### src/rtl/uart_tx_arbiter.sv
// Round-robin scheduler sharing one UART transmitter among NUM_REQ requesters.
// Issues start pulses, tracks tx_busy per frame and gates frame-format updates.
module uart_tx_arbiter #(
  parameter int NUM_REQ      = 4,
  parameter int DATA_W       = 8,
  parameter int BUSY_TIMEOUT = 64
) (
  input  logic                        clk,
  input  logic                        rst,
  input  logic [NUM_REQ-1:0]          req_valid,
  input  logic [NUM_REQ*DATA_W-1:0]   req_data,
  output logic [NUM_REQ-1:0]          req_ready,
  input  logic [4:0]                  cfg_in,
  output logic [4:0]                  cfg_out,
  output logic                        tx_start,
  output logic [DATA_W-1:0]           tx_data,
  input  logic                        tx_busy,
  output logic [$clog2(NUM_REQ)-1:0]  grant_id,
  output logic                        active,
  output logic                        timeout_err,
  input  logic                        err_clr
);

  localparam int IDW = $clog2(NUM_REQ);
  localparam int CW  = $clog2(BUSY_TIMEOUT + 1);
  localparam logic [4:0] CFG_RST = 5'b01011;

  typedef enum logic [1:0] {
    S_IDLE,
    S_WAIT_BUSY,
    S_WAIT_DONE
  } state_t;

  state_t r_state;
  state_t w_next;

  logic [IDW-1:0]    r_ptr;
  logic [CW-1:0]     r_cnt;
  logic              w_found;
  logic [IDW-1:0]    w_gnt;
  logic [DATA_W-1:0] w_gdata;
  logic              w_to;

  // Scan from the index after the last winner, wrapping around.
  always_comb begin
    logic [IDW-1:0] idx;
    idx     = '0;
    w_found = 1'b0;
    w_gnt   = '0;
    w_gdata = '0;
    for (int k = 1; k <= NUM_REQ; k++) begin
      idx = IDW'((int'(r_ptr) + k) % NUM_REQ);
      if (!w_found && req_valid[idx]) begin
        w_found = 1'b1;
        w_gnt   = idx;
        w_gdata = DATA_W'(req_data >> (int'(idx) * DATA_W));
      end
    end
  end

  assign w_to = (r_cnt == CW'(BUSY_TIMEOUT - 1)) && !tx_busy;

  always_ff @(posedge clk or posedge rst) begin
    if (rst) r_state <= S_IDLE;
    else     r_state <= w_next;
  end

  always_comb begin
    w_next = r_state;
    unique case (r_state)
      S_IDLE: begin
        if (!tx_busy && w_found) w_next = S_WAIT_BUSY;
      end
      S_WAIT_BUSY: begin
        if (tx_busy)   w_next = S_WAIT_DONE;
        else if (w_to) w_next = S_IDLE;
      end
      S_WAIT_DONE: begin
        if (!tx_busy) w_next = S_IDLE;
      end
      default: w_next = S_IDLE;
    endcase
  end

  always_ff @(posedge clk or posedge rst) begin
    if (rst) begin
      req_ready   <= '0;
      tx_start    <= 1'b0;
      tx_data     <= '0;
      grant_id    <= '0;
      active      <= 1'b0;
      timeout_err <= 1'b0;
      cfg_out     <= CFG_RST;
      r_ptr       <= IDW'(NUM_REQ - 1);
      r_cnt       <= '0;
    end else begin
      req_ready <= '0;
      tx_start  <= 1'b0;
      if (err_clr) timeout_err <= 1'b0;
      unique case (r_state)
        S_IDLE: begin
          if (!tx_busy) begin
            cfg_out <= cfg_in;
            if (w_found) begin
              req_ready[w_gnt] <= 1'b1;
              tx_start         <= 1'b1;
              tx_data          <= w_gdata;
              grant_id         <= w_gnt;
              r_ptr            <= w_gnt;
              active           <= 1'b1;
              r_cnt            <= '0;
            end
          end
        end
        S_WAIT_BUSY: begin
          r_cnt <= r_cnt + 1'b1;
          // Set after the clear so a coincident timeout wins.
          if (w_to) begin
            timeout_err <= 1'b1;
            active      <= 1'b0;
          end
        end
        S_WAIT_DONE: begin
          if (!tx_busy) active <= 1'b0;
        end
        default: ;
      endcase
    end
  end

endmodule
### config.mk
export PLATFORM = sky130hd
export DESIGN_NAME = uart_tx_arbiter
export DESIGN_NICKNAME = d
export VERILOG_FILES = /design/src/rtl/uart_tx_arbiter.sv
export SDC_FILE = /design/constraint.sdc
export NUM_CORES = 1
export LEC_CHECK = 0
export CORE_ASPECT_RATIO = 0.5
export CORE_MARGIN = 2
export CORE_UTILIZATION = 40
export CTS_BUF_LIST = sky130_fd_sc_hd__clkbuf_4
export CTS_CLUSTER_SIZE = 28
export DETAILED_ROUTE_END_ITERATION = 12
export PLACE_DENSITY = 0.68
export SLEW_MARGIN = 20
export SYNTH_ARGS = -nofsm -noshare
export SYNTH_HDL_FRONTEND = slang
export SYNTH_SLANG_ARGS = --single-unit
export TNS_END_PERCENT = 100
### constraint.sdc
create_clock -name clk -period 2.5 [get_ports clk]
set_clock_uncertainty 0.1 [all_clocks]
set_input_delay 0.5 -clock clk [delete_from_list [all_inputs] [get_ports clk]]
set_output_delay 0.5 -clock clk [all_outputs]
set_load 0.02 [all_outputs]
* Yosys cells after proc, flatten, opt, wreduce, memory -nomap -nowiden *
Index checks and enable logic that the tools add are counted.

word-level totals
  register bits after elaboration = 33
  output and inout bits = 22
  logic and storage cells = 97

operators by class
  add/subtract/negate cells = 5
  magnitude comparators = 6
  eq/ne operators = 9
  shift-type cells = 4
  muxes and demuxes = 44
  bitwise gates (word level) = 1
  reductions and logical operators = 18

operators by type and width
  cell                 number
  $shr 32x5->8         4
  $mux 8               4
  $mux 1               19
  $mux 2               8
  $lt 2x3->1 const B   5
  $mux 7               2
  $pmux 7 s2           1
  $mux 4               3
  $ne 2x2->1 const B   5
  $reduce_and 3->1     3
  $bmux 1 s2           4
  $add 7x1->7 const B  1
  $eq 7x6->1 const B   1
  $logic_and 1x1->1    6
  $pmux 2 s3           1
  $reduce_and 5->1     1
  $add 2x1->2 const B  2
  $add 2x2->2 const B  2
  $logic_not 1->1      4
  $ne 3x3->1 const B   1
  $pmux 1 s3           1
  $reduce_bool 3->1    1
  $demux 1 s2          1
  $eq 2x1->1 const B   1
  other kinds (6)      6

* Depth between registers and ports, before layout *
Gate-level depths: netlist of the first run.

  word-level depth = 20
  depth in mapped cells = 10
  mapped depth without buffers = 7

* Worst setup path after synthesis of the first run *
Ideal clock, no wire load.

  path kind = register to register
  from = register r_state[0]
  to = register tx_data[3]
  arrival time = 1804 ps
  data required time = 2274 ps
  path slack = 470 ps
  cell stages (with the launch flop) = 9
  path buffers = 2
  clock period less this slack = 2030 ps
  path through = dfrtp_1 > inv_1 > ha_1 > nor2b_1 > buf_4 > nand2_2 > buf_4 > a221o_1 > o32a_1

on the way
  cells in the longest elaborated chain, start to end = 2

ends and longest elaborated chain
  item                        RTL line  RTL
  from (decl)                 34        state_t r_state;
  from (signal assigned)      65        else r_state <= w_next;
  $logic_not 2->1             100       unique case (r_state)
  $reduce_and 3->1 (no line)  -
  to (signal assigned)        107       tx_data <= w_gdata;
  to (decl)                   16        output logic [DATA_W-1:0] tx_data,

Every way passes these cells.
A chain may end at the register's enable or synchronous reset.

* Final worst setup path of the first run *
  from = register r_state[0]
  to = register tx_data[6]

The elaborated chain is that of the path after synthesis.

==> impl_metrics.toml, run 1 <==
[detailed_routing]
antenna_left = 0
drt-initial-drc-count = 147
drc = 0
wl_per_cell_um = 16.1
vias = 2338
routed_wl_mm = 6.68
vias_per_cell = 5.63
first_pass_iters = 4

[sta]
tightest_slew_ps = 534
hold_viol_final = 0
setup_tns_ps = 0
max_clock_freq_mhz = 441
setup-violations-final = 0
whs_ps = 424
relSlewSlack = 0.644
timing.final.crit_share = 0.908
fin_crit_ps = 2270
rsz0062_at_grt = "no"
maxSlewViolCount = 0

[setup_path]
path_cells = "inv_1, ha_1, nor2b_1, nand2_2, a221o_1, o32a_1"
end_kind = "flop"
crit_required_ps = 2630
worstPathMaxFanout = 10
startpoint_type = "flop"
path_buf_inv = 1
crit_path_top_delay_cell = "dfrtp_1"
cp_top_family = "compound AO/OA/AOI/OAI gates"
path_depth = 6
setup.worst_path.class = "reg -> reg"
slowest_delay_ps = 450
arrival_ps = 2400
ff2ff_path_depth = 6

[global_routing]
grtUsageTotal = 0.198
grt_max_degree = 34
antenna_found_initial = 0
gr-total-overflow = 0
grt_pass1_vias = 2324
grt_pass1_wl_mm = 10.7

[synthesis]
ys.flop_type = "dfrtp_1"
synth_cells = 244
ys_ff_latch = 33
syn-cell-area_um2 = 2510
synth_nets = 294
synthArstFlopShare = 1.00
yosys_warnings = 0
synth_edf_count = 0
synth-seq-area-share = 0.332
ys_types = 57
synth_area_per_cell_um2 = 10.3

[placement]
post-dp-hpwl_mm = 4.93
port_buffers = 66
place_congestion = 0.888
place_area_um2 = 3370

[clocking]
htreeDepth = 2
cts_made_buffers = 5
cts_root_buf = "clkbuf_4"
post_cts_resized = 0
clk_latency_ps = 340
cts_max_path_buffers = 2
clock_sinks = 33
hold_buffers = 0
cts_tree = "yes"
clkSlewWorstSetupHoldPaths_ps = 120
post_cts.repair.setup_buffers = 0

[floorplanning]
rows = 20
die-area_um2 = 6960
die_w_um = 116
die_h_um = 60.0
initial_utilization = 0.414
core_um2 = 6060
io-pin-count = 67

[hold_path]
hold_depth = 1
hp-class = "reg -> reg"

[layout]
fin_util = 0.570
final_area_um2 = 3450
nFillCells = 549
drive_gt1_frac = 0.190
nNetsFinal = 376
n_antenna_cell = 0
area_growth_pct = 37.6

[pwr]
power_mw = 3.46
peakVddDrop_mv = 0.406
p_leak_nw = 1.45
power.density_nw_per_um2 = 1000

[run]
maxCapViolCount = 0

[status]
status = "finished, final reports clean"
worst register-to-register path, stage by stage (launching register included):
cell	delay, ps
dfrtp_1	450
inv_1	120
ha_1	260
nor2b_1	330
nand2_2	230
a221o_1	320
o32a_1	350
final cells by class:
class	count	area [um2]	share of cell area
clock buffers	5	37.5	0.0109
clock inverters	3	46.3	0.0134
inverters	17	63.8	0.0185
multi-input cells	178	1510	0.438
flip-flops and latches	33	832	0.241
well taps	88	110	0.0319
repair buffers	91	848	0.246
metal layers:
layer,up-vias,routed length (um),track usage,share of wire
li1,1103,-,-,-
met4,0,44,0.0408,0.0066
met5,-,0,0,0
met2,53,3330,0.365,0.50
met1,1177,2970,0.247,0.44
met3,5,333,0.0365,0.050
state kept, by name, indices dropped and copies added (netlist names), 2 cells and up:
register and count:
grant_id 2, cfg_out 5, r_cnt 7, r_ptr 2
r_state 2, tx_data 8, req_ready 4
cell families after synthesis:
family          count (synthesis)  synth area share
compound gates                 73             0.229
fa+ha+maj                       5            0.0250
buf+inv                        33            0.0649
flops                          33             0.332
mux                            40             0.211
simple gates                   60             0.139
final timing paths:
kind                                   from     endpoint  slack, ps
worst min-delay path            grant_id[1]  grant_id[1]        420
worst min register to register  grant_id[1]  grant_id[1]        420
worst max register to register   r_state[0]   tx_data[6]        230
worst max-delay path             r_state[0]   tx_data[6]        230
max in group asynchronous               rst     r_ptr[1]       1520
min in group asynchronous               rst       active        450
cells in the mapped netlist (6+ instances only):
| cell type | n | share of area |
|---|---|---|
| o221ai_1 | 7 | 0.024 |
| nor3b_1 | 6 | 0.018 |
| o32a_1 | 6 | 0.024 |
| mux4_2 | 9 | 0.081 |
| mux2_2 | 6 | 0.027 |
| mux2_1 | 6 | 0.027 |
| o21ai_0 | 7 | 0.014 |
| mux2i_1 | 19 | 0.076 |
| nor2_1 | 11 | 0.016 |
| a21oi_1 | 16 | 0.032 |
| inv_1 | 16 | 0.024 |
| buf_2 | 10 | 0.020 |
| dfrtp_1 | 28 | 0.28 |
| nand2_1 | 13 | 0.019 |
| a221o_1 | 6 | 0.024 |
through the flow:
step	setup slack, ps	std cells
after floorplan	470	244
after global placement	-38.4	407
after detailed placement	-106	407
after CTS	226	415
after global routing	77.0	415
final	231	415
power breakdown:
group	total, mW	internal, mW	switching, mW
clock network	0.422	0.212	0.210
registers	0.956	0.764	0.191
logic	2.09	1.08	1.01
layout by cell type, fill, tap and decap left out, types with 3 or more instances in the layout:
master / instances
buf_4: 25
mux2_2: 6
a221o_1: 6
ha_1: 5
clkbuf_4: 5
mux4_2: 9
o32a_1: 6
mux2i_1: 19
nor2_1: 11
a22o_1: 4
nand2_1: 13
a21oi_1: 16
nor2b_1: 4
nor3b_1: 6
inv_1: 16
mux2_1: 6
nand2b_1: 3
o21ai_0: 7
a21o_1: 5
clkdlybuf4s50_1: 66
dfrtp_1: 28
o31ai_1: 3
dfstp_2: 5
o221ai_1: 7
Power figures use the tool's default switching activity.
==> run 2: changes to the inputs <==
Settings changed: CORE_UTILIZATION 40 to 33, PLACE_DENSITY 0.68 to default.
==> impl_metrics.toml, run 2 (synthesis results as in run 1) <==
[status]
status = "finished, final reports clean"

[detailed_routing]
routed_wl_mm = 6.77
antenna_left = 0
vias_per_cell = 5.39
first_pass_iters = 4
vias = 2307
drc = 0
drt-initial-drc-count = 107
wl_per_cell_um = 15.8

[pwr]
peakVddDrop_mv = 0.353
p_leak_nw = 1.48
power.density_nw_per_um2 = 1000

[setup_path]
end_kind = "flop"
cp_top_family = "compound AO/OA/AOI/OAI gates"
slowest_delay_ps = 440
setup.worst_path.class = "reg -> reg"
crit_required_ps = 2640
arrival_ps = 2430
worstPathMaxFanout = 10
startpoint_type = "flop"
path_cells = "inv_1, ha_1, nor2b_1, nand2_2, a221o_1, o32a_1"
path_buf_inv = 1
crit_path_top_delay_cell = "dfrtp_1"

[clocking]
cts_made_buffers = 5
cts_max_path_buffers = 2
clkSlewWorstSetupHoldPaths_ps = 120
post_cts.repair.setup_buffers = 0
hold_buffers = 0
clock_sinks = 33
htreeDepth = 2
cts_root_buf = "clkbuf_4"
clk_latency_ps = 340
post_cts_resized = 0
cts_tree = "yes"

[placement]
pre_cts_ws_ps = -93.8
placed_cells = 420
post-dp-hpwl_mm = 5.09
port_buffers = 66
place_congestion = 0.796

[hold_path]
hp-class = "reg -> reg"

[layout]
top_register = "tx_data"
largest_reg_flops = 8
drive_gt1_frac = 0.202
nNetsFinal = 381
top_regs = "tx_data x8, r_cnt x7, cfg_out x5"
fin_util = 0.476
stdcell_count = 428
nFillCells = 688
area_growth_pct = 39.5
final_common_cell = "clkdlybuf4s50_1"
final_cell_mix = "clkdlybuf4s50_1, buf_4, dfrtp_1"
n_antenna_cell = 0

[global_routing]
grt_pass1_wl_mm = 11.4
grt_max_degree = 34
grtUsageTotal = 0.172
gr-total-overflow = 0
antenna_found_initial = 0
grt_pass1_vias = 2405

[floorplanning]
die_h_um = 65.6
initial_utilization = 0.341
core_um2 = 7350
rows = 22
die_w_um = 127
die-area_um2 = 8350
io-pin-count = 67

[sta]
setup-violations-final = 0
fin_crit_ps = 2290
relSlewSlack = 0.707
fin_ws_ps = 212
timing.final.crit_share = 0.915
hold_viol_final = 0
rsz0062_at_grt = "no"
max_clock_freq_mhz = 437
maxSlewViolCount = 0
tightest_slew_ps = 439

[run]
maxCapViolCount = 0
[run 2: changes by cell type in the layout (fill, tap and decap cells not counted)]
| cell | change |
|---|---|
| buf_4 | +5 |
[run 2: metrics by stage]
stage	hold slack, ps	TNS (ps)	total power [mW]	instance area (um2)
floorplan	382	0	2.33	2510
detailed placement	377	-755	3.10	3410
finish	402	0	3.51	3500
global route	424	0	3.76	3500
global placement	361	-152	3.05	3410
CTS	406	0	3.54	3500
[run 2: power by group]
part           internal, mW  switching [mW]  total (mW)
registers             0.764           0.179       0.943
logic                  1.11            1.04        2.14
clock network         0.212           0.213       0.424
total                  2.08            1.43        3.51
[run 2: final timing paths]
| kind | endpoint | start | depth (start not counted) | slack [ps] |
|---|---|---|---|---|
| setup reg to reg | tx_data[3] | r_state[0] | 6 | 210 |
| min in group asynchronous | timeout_err | rst | 3 | 450 |
| setup / recovery | tx_data[3] | r_state[0] | 6 | 210 |
| hold reg to reg | grant_id[1] | grant_id[1] | 1 | 400 |
| hold / removal | grant_id[1] | grant_id[1] | 1 | 400 |
| max in group asynchronous | r_ptr[1] | rst | 3 | 1510 |
[run 2: final cells by class]
class	count	area, um2	area share
Sequential cell	33	832	0.238
Tap cell	96	120	0.0343
Timing Repair Buffer	96	886	0.253
Inverter	17	63.8	0.0182
Clock inverter	3	46.3	0.0132
Multi-Input combinational cell	178	1510	0.432
Clock buffer	5	37.5	0.0107
[run 2: routing by layer]
metal  vias to the layer above  GRT usage  share of wire
met3                         7     0.0326          0.049
met2                        57      0.303           0.50
met1                      1130      0.220           0.44
met5                         -          0              0
met4                         0     0.0426         0.0090
li1                       1113          -              -
